`src/rtl/pht_update_scheduler.sv`:
```
// PHT write sequencer: init sweep, then in-order update queue
// drained onto bank-conflict-free write ports.
module pht_update_scheduler #(
  parameter int WRITE_NUM       = 2,
  parameter int PHT_INDEX_WIDTH = 10,
  parameter int PHT_ENTRY_WIDTH = 2,
  parameter int BANK_NUM        = 2,
  parameter int QUEUE_DEPTH     = 8,
  parameter int INIT_VALUE      = 2
) (
  input  logic clk,
  input  logic rst,
  input  logic initStart,
  input  logic [WRITE_NUM-1:0] reqValid,
  input  logic [WRITE_NUM*PHT_INDEX_WIDTH-1:0] reqIndex,
  input  logic [WRITE_NUM*PHT_ENTRY_WIDTH-1:0] reqValue,
  output logic reqReady,
  output logic busyInit,
  output logic [$clog2(QUEUE_DEPTH):0] occupancy,
  output logic [WRITE_NUM-1:0] phtWE,
  output logic [WRITE_NUM*PHT_INDEX_WIDTH-1:0] phtWA,
  output logic [WRITE_NUM*PHT_ENTRY_WIDTH-1:0] phtWV
);

  localparam int IW = PHT_INDEX_WIDTH;
  localparam int EW = PHT_ENTRY_WIDTH;
  localparam int QW = $clog2(QUEUE_DEPTH);
  localparam int BW = $clog2(BANK_NUM);
  localparam logic [IW:0] LAST = (IW+1)'((1 << IW) - 1);
  localparam logic [QW:0] ONE = (QW+1)'(1);
  localparam logic [QW:0] DEPTH = (QW+1)'(QUEUE_DEPTH);
  localparam logic [QW:0] LANES = (QW+1)'(WRITE_NUM);

  typedef enum logic {INIT, RUN} state_t;

  state_t state;
  logic [IW:0] sweepIdx;
  logic [QW-1:0] head;
  logic [QW-1:0] tail;
  logic [QW:0] count;
  logic [IW-1:0] qIdx [QUEUE_DEPTH];
  logic [EW-1:0] qVal [QUEUE_DEPTH];

  logic [QW-1:0] slot [WRITE_NUM];
  logic [QW-1:0] enqPos [WRITE_NUM];
  logic [WRITE_NUM-1:0] issue;
  logic [QW:0] numIssue;
  logic [QW:0] numEnq;
  logic blocked;
  logic ok;
  logic accept;

  // queue slots holding the oldest entries, in age order
  always_comb begin
    for (int k = 0; k < WRITE_NUM; k++) begin
      slot[k] = head + QW'(k);
    end
  end

  // strict in-order issue; first bank clash stops the cycle
  always_comb begin
    issue = '0;
    numIssue = '0;
    ok = 1'b0;
    blocked = !rst || state != RUN || initStart;
    for (int k = 0; k < WRITE_NUM; k++) begin
      ok = !blocked && (count > (QW+1)'(k));
      for (int j = 0; j < k; j++) begin
        if (qIdx[slot[j]][BW-1:0] == qIdx[slot[k]][BW-1:0]) begin
          ok = 1'b0;
        end
      end
      if (ok) begin
        issue[k] = 1'b1;
        numIssue = numIssue + ONE;
      end else begin
        blocked = 1'b1;
      end
    end
  end

  // valid lanes pack densely at tail, lane 0 first
  always_comb begin
    accept = reqReady && !initStart;
    numEnq = '0;
    for (int i = 0; i < WRITE_NUM; i++) begin
      enqPos[i] = tail + numEnq[QW-1:0];
      if (accept && reqValid[i]) begin
        numEnq = numEnq + ONE;
      end
    end
  end

  // status and write-port outputs, all forced low in reset
  always_comb begin
    busyInit = rst && state == INIT;
    occupancy = rst ? count : '0;
    reqReady = rst && state == RUN && (DEPTH - count >= LANES);
    phtWE = '0;
    phtWA = '0;
    phtWV = '0;
    if (busyInit) begin
      phtWE[0] = 1'b1;
      phtWA[IW-1:0] = sweepIdx[IW-1:0];
      phtWV[EW-1:0] = EW'(INIT_VALUE);
    end else begin
      for (int k = 0; k < WRITE_NUM; k++) begin
        if (issue[k]) begin
          phtWE[k] = 1'b1;
          phtWA[k*IW +: IW] = qIdx[slot[k]];
          phtWV[k*EW +: EW] = qVal[slot[k]];
        end
      end
    end
  end

  // sweep / run sequencing and queue pointers
  always_ff @(posedge clk or negedge rst) begin
    if (!rst) begin
      state <= INIT;
      sweepIdx <= '0;
      head <= '0;
      tail <= '0;
      count <= '0;
    end else begin
      unique case (state)
        INIT: begin
          if (initStart) begin
            sweepIdx <= '0;
          end else if (sweepIdx == LAST) begin
            state <= RUN;
            sweepIdx <= '0;
          end else begin
            sweepIdx <= sweepIdx + 1'b1;
          end
        end
        RUN: begin
          if (initStart) begin
            state <= INIT;
            sweepIdx <= '0;
            head <= '0;
            tail <= '0;
            count <= '0;
          end else begin
            head <= head + numIssue[QW-1:0];
            tail <= tail + numEnq[QW-1:0];
            count <= count + numEnq - numIssue;
          end
        end
        default: state <= INIT;
      endcase
    end
  end

  // queue payload storage
  always_ff @(posedge clk or negedge rst) begin
    if (!rst) begin
      for (int d = 0; d < QUEUE_DEPTH; d++) begin
        qIdx[d] <= '0;
        qVal[d] <= '0;
      end
    end else begin
      for (int i = 0; i < WRITE_NUM; i++) begin
        if (accept && reqValid[i]) begin
          qIdx[enqPos[i]] <= reqIndex[i*IW +: IW];
          qVal[enqPos[i]] <= reqValue[i*EW +: EW];
        end
      end
    end
  end

endmodule

```
`config.mk`:
```
export PLATFORM = sky130hd
export DESIGN_NAME = pht_update_scheduler
export DESIGN_NICKNAME = d
export VERILOG_FILES = /design/src/rtl/pht_update_scheduler.sv
export SDC_FILE = /design/constraint.sdc
export NUM_CORES = 1
export LEC_CHECK = 0
export CAP_MARGIN = 5
export CORE_AREA = 2 2 109 111
export CTS_CLUSTER_SIZE = 25
export DETAILED_ROUTE_END_ITERATION = 8
export DIE_AREA = 0 0 111 113
export DONT_BUFFER_PORTS = 1
export GPL_TIMING_DRIVEN = 1
export HOLD_SLACK_MARGIN = 0.05
export PLACE_DENSITY = 0.85
export SYNTH_ARGS = -nofsm -noshare
export SYNTH_HDL_FRONTEND = slang
export SYNTH_SLANG_ARGS = --single-unit
```
`constraint.sdc`:
```
create_clock -name clk -period 6.95 [get_ports clk]
set_input_delay 0.695 -clock clk [delete_from_list [all_inputs] [get_ports clk]]
set_output_delay 0.695 -clock clk [all_outputs]
set_load 0.005 [all_outputs]
```
==> results.py, run 1 <==
metrics = {
    "status": {
        "status": "finished, final reports clean",
    },
    "global_routing": {
        "gr-max-usage-layer": "met2",
        "grt_pass1_wl_um": 33300,
        "grt_pass1_vias": 6022,
        "use_met2": 0.572,
        "grt_remaining_overflow": 0,
        "grt_max_degree": 119,
        "grt_use_met3": 0.0862,
        "antenna_found_initial": 0,
        "use_met1": 0.438,
        "track_usage": 0.352,
    },
    "clock_tree": {
        "tritoncts": "built",
        "cts_inserted_buffers": 17,
        "cts-root-buf": "clkbuf_16",
        "clk-insertion-delay-late_ns": 0.42,
        "cts_buffer_depth": 2,
        "cts_htree_levels": 4,
        "clkTransAtPathRegs_ns": 0.05,
        "clock_sinks": 118,
        "cts_setup_buffers": 0,
    },
    "timing": {
        "setup_viol": 0,
        "fmax_ghz": 0.204,
        "fin_ws_ns": 2.05,
        "drv_slew": 0,
        "fin_hold_ws_ns": 0.171,
        "tns_ns": 0,
        "hold_viol": 0,
        "fin_skew_ns": 0.00965,
        "rsz0062_at_grt": "false",
        "timing.final.crit_share": 0.706,
        "finalCriticalPeriod_ns": 4.90,
        "relSlewSlack": 0.209,
        "tightest_slew_ns": 1.19,
    },
    "routing": {
        "drt_iter0_markers": 722,
        "final_antenna_net_count": 0,
        "vias": 5949,
        "route.detailed.drc": 0,
        "via_per_inst": 7.12,
        "first_pass_iters": 6,
        "routed_wirelength_um": 21100,
        "wl_per_cell_um": 25.3,
    },
    "synthesis": {
        "synth-edff-count": 0,
        "synth-simple-area-share": 0.0926,
        "syn_nets": 743,
        "seq_area_frac_synth": 0.380,
        "synth_adder_area_share": 0.0361,
        "synth_top_family_by_area": "multiplexers",
        "synthMuxAreaShare": 0.359,
        "ys_ff_latch": 118,
        "synthXorXnorAreaFrac": 0.00902,
        "yosys_warnings": 0,
        "syn_area_sq_um": 7770,
        "synth_ff_type": "dfrtp_1",
        "synth-compound-area-share": 0.0849,
        "syn_avg_cell_area_sq_um": 11.2,
        "synthCells": 694,
        "synth_cell_types": 47,
        "synthArstFlopShare": 1.00,
    },
    "die": {
        "start_util": 0.689,
        "num_rows": 39,
        "dieWidth_um": 111,
        "ios": 61,
        "fp.coreArea_sq_um": 11300,
        "die-area_sq_um": 12500,
        "die_h_um": 113,
    },
    "worst_setup_path": {
        "r2r-start": "head[1]",
        "startpoint": "head[1]",
        "endpoint": "count[3]",
        "critical_path_class": "reg2reg",
        "reg2reg_slack_ns": 2.05,
        "crit_arrival_ns": 5.17,
        "rr_endpoint": "count[3]",
        "crit_required_ns": 7.22,
        "crit_fanout": 27,
        "rr_worst_depth": 16,
        "end_kind": "flop",
        "start_kind": "flop",
    },
    "worst_hold_path": {
        "hold_path_class": "in2async",
    },
    "placed_design": {
        "io_buffers": 0,
        "dp_slack_ns": 2.05,
        "hpwl_um": 13000,
        "place_area_sq_um": 7840,
        "place_congestion": 0.917,
    },
    "power": {
        "totalPowerFinal_w": 0.00186,
        "power.density_nw_per_um2": 220,
        "leakagePower_nw": 3.76,
        "peakVddDrop_mv": 0.351,
    },
    "finish": {
        "nets": 729,
        "fin_area_sq_um": 8470,
        "multi_input_area_sq_um": 4540,
        "register_area_sq_um": 2950,
        "antenna_cells": 0,
        "synthToLayoutAreaGrowth_pct": 9.04,
        "drive_above_1_share": 0.229,
        "fillers": 716,
    },
    "job": {
        "maxCapViolCount": 0,
    },
}
## flip-flops by register name, indices dropped and copies added, names as in the netlist
register / cells
head: 3
qVal: 16
qIdx: 80
count: 4
sweepIdx: 11
state: 1
tail: 3
## synthesized netlist by cell type (2+ instances only)
cell / count / area (sq um)
and4b_1: 2 / 20.0
nor3b_1: 2 / 15.0
mux2_2: 45 / 507
fa_1: 4 / 80.1
a211oi_2: 4 / 50.1
nor2_1: 92 / 345
dfrtp_1: 118 / 2950
a211o_2: 3 / 30.0
buf_6: 3 / 33.8
a21oi_1: 70 / 350
inv_1: 21 / 78.8
o22ai_1: 5 / 31.3
and2_1: 3 / 18.8
nor2b_1: 3 / 18.8
xnor2_1: 2 / 17.5
ha_1: 16 / 200
mux2_4: 12 / 180
a21o_1: 3 / 22.5
and3_1: 2 / 12.5
nor4_1: 4 / 25.0
nand2_1: 28 / 105
o21ai_1: 4 / 20.0
nand4b_1: 2 / 17.5
mux2i_1: 84 / 841
buf_4: 4 / 30.0
clkbuf_1: 29 / 109
o21ai_0: 19 / 95.1
nand3_1: 10 / 50.1
nand2b_1: 4 / 25.0
buf_2: 6 / 30.0
buf_1: 3 / 11.3
a22o_1: 3 / 26.3
mux2_1: 16 / 180
nand4_1: 3 / 18.8
mux4_2: 48 / 1080
xor2_1: 6 / 52.6
## placed cells by master, fill, tap and decap left out, drive strengths merged, types with 5 or more instances in the layout
| master | n |
|---|---|
| a21oi | 70 |
| buf | 12 |
| clkbuf | 22 |
| clkinv | 6 |
| dfrtp | 118 |
| ha | 16 |
| inv | 21 |
| mux2 | 73 |
| mux2i | 84 |
| mux4 | 48 |
| nand2 | 28 |
| nand3 | 10 |
| nor2 | 92 |
| nor4 | 5 |
| o21ai | 23 |
| o22ai | 5 |
| xor2 | 6 |
## timing repair
| item | CTS | global route |
|---|---|---|
| gates resized for setup | 0 | 0 |
| hold buffers | 1 | 0 |
| hold endpoints to repair | 118 | 0 |
## metrics by stage
step                 util  cells
global placement    0.695    803
CTS                 0.751    836
finish              0.751    836
detailed placement  0.695    803
floorplan               -    694
global route        0.751    836
## cell type report
type                       instances  area share
multi-input combinational        509       0.536
timing repair buffer              12      0.0130
inverter                          22     0.00975
clock inverter                    10      0.0180
sequential                       118       0.349
tap                              143      0.0211
clock buffer                      22      0.0536
## critical path, stage by stage (launching register included)
cell and delay (ns):
dfrtp_1 0.36, buf_4 0.26, ha_1 0.74, buf_4 0.41, mux4_2 0.35, mux2i_1 0.23
xor2_1 0.10, nand2_1 0.43, inv_1 0.09, ha_1 0.24, fa_1 0.52, inv_1 0.07
ha_1 0.30, a21o_1 0.19, a21oi_1 0.19, xnor2_1 0.15, o22ai_1 0.09
## layer usage
| layer | vias to the layer above | share of wire |
|---|---|---|
| met1 | 2976 | 0.36 |
| met4 | 0 | 0.049 |
| li1 | 2522 | - |
| met3 | 80 | 0.096 |
| met5 | - | 0 |
| met2 | 371 | 0.49 |
## cells by family after synthesis
family,after synthesis
buffers and inverters,67
XOR/XNOR,8
adder cells (fa/ha/maj),20
AND/OR/NAND/NOR,161
AO/OA/AOI/OAI,115
multiplexers,205
flip-flops,118
## power breakdown
| part | total (W) | switching (W) | internal [W] |
|---|---|---|---|
| registers | 0.000726 | 0.0000206 | 0.000705 |
| logic | 0.000224 | 0.000128 | 0.0000955 |
| clock network | 0.000913 | 0.000308 | 0.000605 |
## how the worst min path moves through the flow
stage / cells after the start / slack, ns / start / end
floorplan: 0 / 0.40 / rst / count[0]
global placement: 0 / 0.40 / rst / tail[2]
detailed placement: 0 / 0.40 / rst / tail[1]
CTS: 1 / 0.26 / rst / count[2]
global route: 1 / 0.28 / rst / count[1]
finish: 1 / 0.17 / rst / qIdx[68]
No activity file was read; power rests on OpenSTA's default activity.
==> run 2, diff against run 1 <==
ABC_AREA = 1   (was not set)
CORE_AREA = 2 2 132 134   (was 2 2 109 111)
DIE_AREA = 0 0 134 136   (was 0 0 111 113)
PLACE_DENSITY = 0.77   (was 0.85)
clock period = 4 ns   (was 6.95 ns; I/O delays follow)
==> run 2 against run 1 <==
  * Largest power group unchanged
  * Core utilization shrank 14 points
  * Largest cell class unchanged
  * Flip-flop and latch count stayed put
  * Maximum frequency increased by 38%
  * Area after synthesis increased by 26%
  * Non-clock buffer count up 28
  * Count of clock-buffer cells in the layout shrank 3
  * Global-route usage grew 3.1 points
  * Register-to-register slack lost 1.6 ns
  * First-iteration DRC count increased by 140%
  * Clock skew barely moved
  * Clock power grew 74%
==> results.py, run 2 <==
metrics = {
    "die": {
        "num_rows": 48,
        "fp.coreArea_sq_um": 16900,
        "die_h_um": 136,
        "start_util": 0.579,
        "dieWidth_um": 134,
        "ios": 61,
        "die-area_sq_um": 18200,
    },
    "worst_setup_path": {
        "crit_required_ns": 4.31,
        "critical_path_class": "reg2reg",
        "start_kind": "flop",
        "rr_worst_depth": 17,
        "reg2reg_slack_ns": 0.44,
        "crit_fanout": 26,
        "crit_arrival_ns": 3.87,
        "end_kind": "flop",
    },
    "job": {
        "maxCapViolCount": 0,
    },
    "clock_tree": {
        "cts_hold_buffers": 3,
        "cts_resized": 0,
        "cts_buffer_depth": 2,
        "cts_htree_levels": 4,
        "clkTransAtPathRegs_ns": 0.06,
        "cts_inserted_buffers": 17,
        "cts-root-buf": "clkbuf_16",
        "cts_setup_buffers": 0,
        "clk-insertion-delay-late_ns": 0.44,
        "clock_sinks": 118,
        "tritoncts": "built",
    },
    "finish": {
        "drive_above_1_share": 0.0522,
        "regMostFlops": "qIdx",
        "synthToLayoutAreaGrowth_pct": 6.38,
        "reg_top3": "qIdx: 80 flops, qVal: 16 flops, sweepIdx: 11 flops",
        "antenna_cells": 0,
        "largest_reg_flops": 80,
        "final_cell_mix": "435 x nand2_1, 242 x nor2_1, 170 x o21ai_0, 117 x dfrtp_1, 100 x nor3_1",
        "fillers": 1593,
        "post-route-util": 0.616,
        "fin_area_sq_um": 10400,
        "final_common_cell": "nand2_1",
        "nets": 1569,
    },
    "synthesis": {
        "synth_ff_type": "dfrtp_1",
        "yosys.area.top_type": "dfrtp_1",
        "ys_ff_latch": 118,
        "syn_area_sq_um": 9770,
        "yosys_warnings": 0,
        "synthCells": 1598,
        "seq_area_frac_synth": 0.302,
        "synthTopCellsByArea": "dfrtp_1 30%, nand2_1 17%, nor2_1 9.3%",
        "synth_cell_types": 32,
        "syn_avg_cell_area_sq_um": 6.11,
        "yosysTopAreaCellShare": 0.302,
        "synth.most_common_cell": "nand2_1",
        "synthArstFlopShare": 1.00,
        "synth-edff-count": 0,
        "syn_nets": 1647,
        "synth_common_cells": "435 x nand2_1, 242 x nor2_1, 170 x o21ai_0, 118 x dfrtp_1, 100 x nor3_1",
    },
    "global_routing": {
        "grt_pass1_vias": 9512,
        "grt_pass1_wl_um": 54200,
        "grt_remaining_overflow": 0,
        "track_usage": 0.382,
        "grt_max_degree": 119,
        "antenna_found_initial": 0,
    },
    "timing": {
        "tns_ns": 0,
        "rsz0062_at_grt": "false",
        "finalCriticalPeriod_ns": 3.56,
        "hold_viol": 0,
        "setup_viol": 0,
        "tightest_slew_ns": 1.25,
        "timing.final.crit_share": 0.890,
        "relSlewSlack": 0.161,
        "drv_slew": 0,
        "fmax_ghz": 0.281,
        "fin_skew_ns": 0.00967,
    },
    "placed_design": {
        "io_buffers": 0,
        "place_area_sq_um": 9740,
        "hpwl_um": 22100,
        "place_congestion": 0.994,
    },
    "power": {
        "totalPowerFinal_w": 0.00379,
        "leakagePower_nw": 4.91,
        "peakVddDrop_mv": 0.318,
        "power.density_nw_per_um2": 365,
    },
    "routing": {
        "route.detailed.drc": 0,
        "first_pass_iters": 6,
        "routed_wirelength_um": 34600,
        "via_per_inst": 6.25,
        "vias": 10994,
        "drt_iter0_markers": 1759,
        "wl_per_cell_um": 19.7,
        "final_antenna_net_count": 0,
    },
    "worst_hold_path": {
        "whs_path_depth": 1,
        "hold_path_class": "in2reg",
    },
    "status": {
        "status": "finished, final reports clean",
    },
}
==> run 2: changes by cell type after synthesis, moves of 55 or more <==
cell / previous run / this run
nor2_1: 92 / 242
nand2_1: 28 / 435
mux2i_1: 84 / 0
nand4_1: 3 / 98
clkbuf_1: 29 / 84
o21ai_0: 19 / 170
inv_1: 21 / 99
nor3_1: 1 / 100
==> run 2: power by group <==
part	total, W	internal [W]	switching [W]
combinational	0.000920	0.000254	0.000666
clock	0.00159	0.000990	0.000604
sequential	0.00128	0.00123	0.0000490
==> run 2: cells by family after synthesis <==
logic type	count (synthesis)	share of synthesized area
buf+inv	241	0.102
xor+xnor	7	0.00628
compound gates	282	0.154
flops	118	0.302
fa+ha+maj	20	0.0287
simple gates	930	0.407
==> run 2: final timing paths <==
check,startpoint,endpoint
min,initStart,tail[2]
max reg2reg,count[1],count[3]
min in group asynchronous,rst,count[2]
max,count[1],count[3]
min reg2reg,sweepIdx[9],sweepIdx[9]
max in group asynchronous,rst,qIdx[16]
==> run 2: critical path: stages (launching register included) <==
cell	delay [ns]
dfrtp_1	0.40
inv_1	0.20
ha_1	0.28
or2_1	0.22
nor2_1	0.18
nand3_4	0.12
buf_4	0.26
and3_1	0.18
ha_1	0.17
inv_1	0.11
fa_1	0.43
inv_1	0.12
ha_1	0.24
a21o_1	0.18
a21oi_1	0.16
nand2_1	0.07
nand2_1	0.06
o22ai_1	0.07
==> run 2: metrics by stage <==
stage	hold slack (ns)	instances	setup slack, ns
after CTS	0.0534	1758	0.443
final	0.0610	1758	0.439
after floorplan	0.104	1598	0.598
after global routing	0.0689	1758	0.169
after detailed placement	0.109	1723	0.444
after global placement	0.108	1723	0.579
==> run 2: area by class of cell <==
type	instances	area, sq um	area share
multi-input cells	1239	5840	0.562
repair buffers	40	325	0.0313
clock inverters	13	156	0.0151
clock buffers	19	443	0.0426
well taps	225	282	0.0271
inverters	104	390	0.0376
flip-flops and latches	118	2950	0.284
==> run 2: routing by layer <==
layer / share of wire / wire, um / track usage
met1: 0.40 / 13700 / 0.542
met2: 0.43 / 14700 / 0.564
met3: 0.14 / 4820 / 0.0951
met4: 0.039 / 1340 / 0.141
met5: 0 / 0 / 0
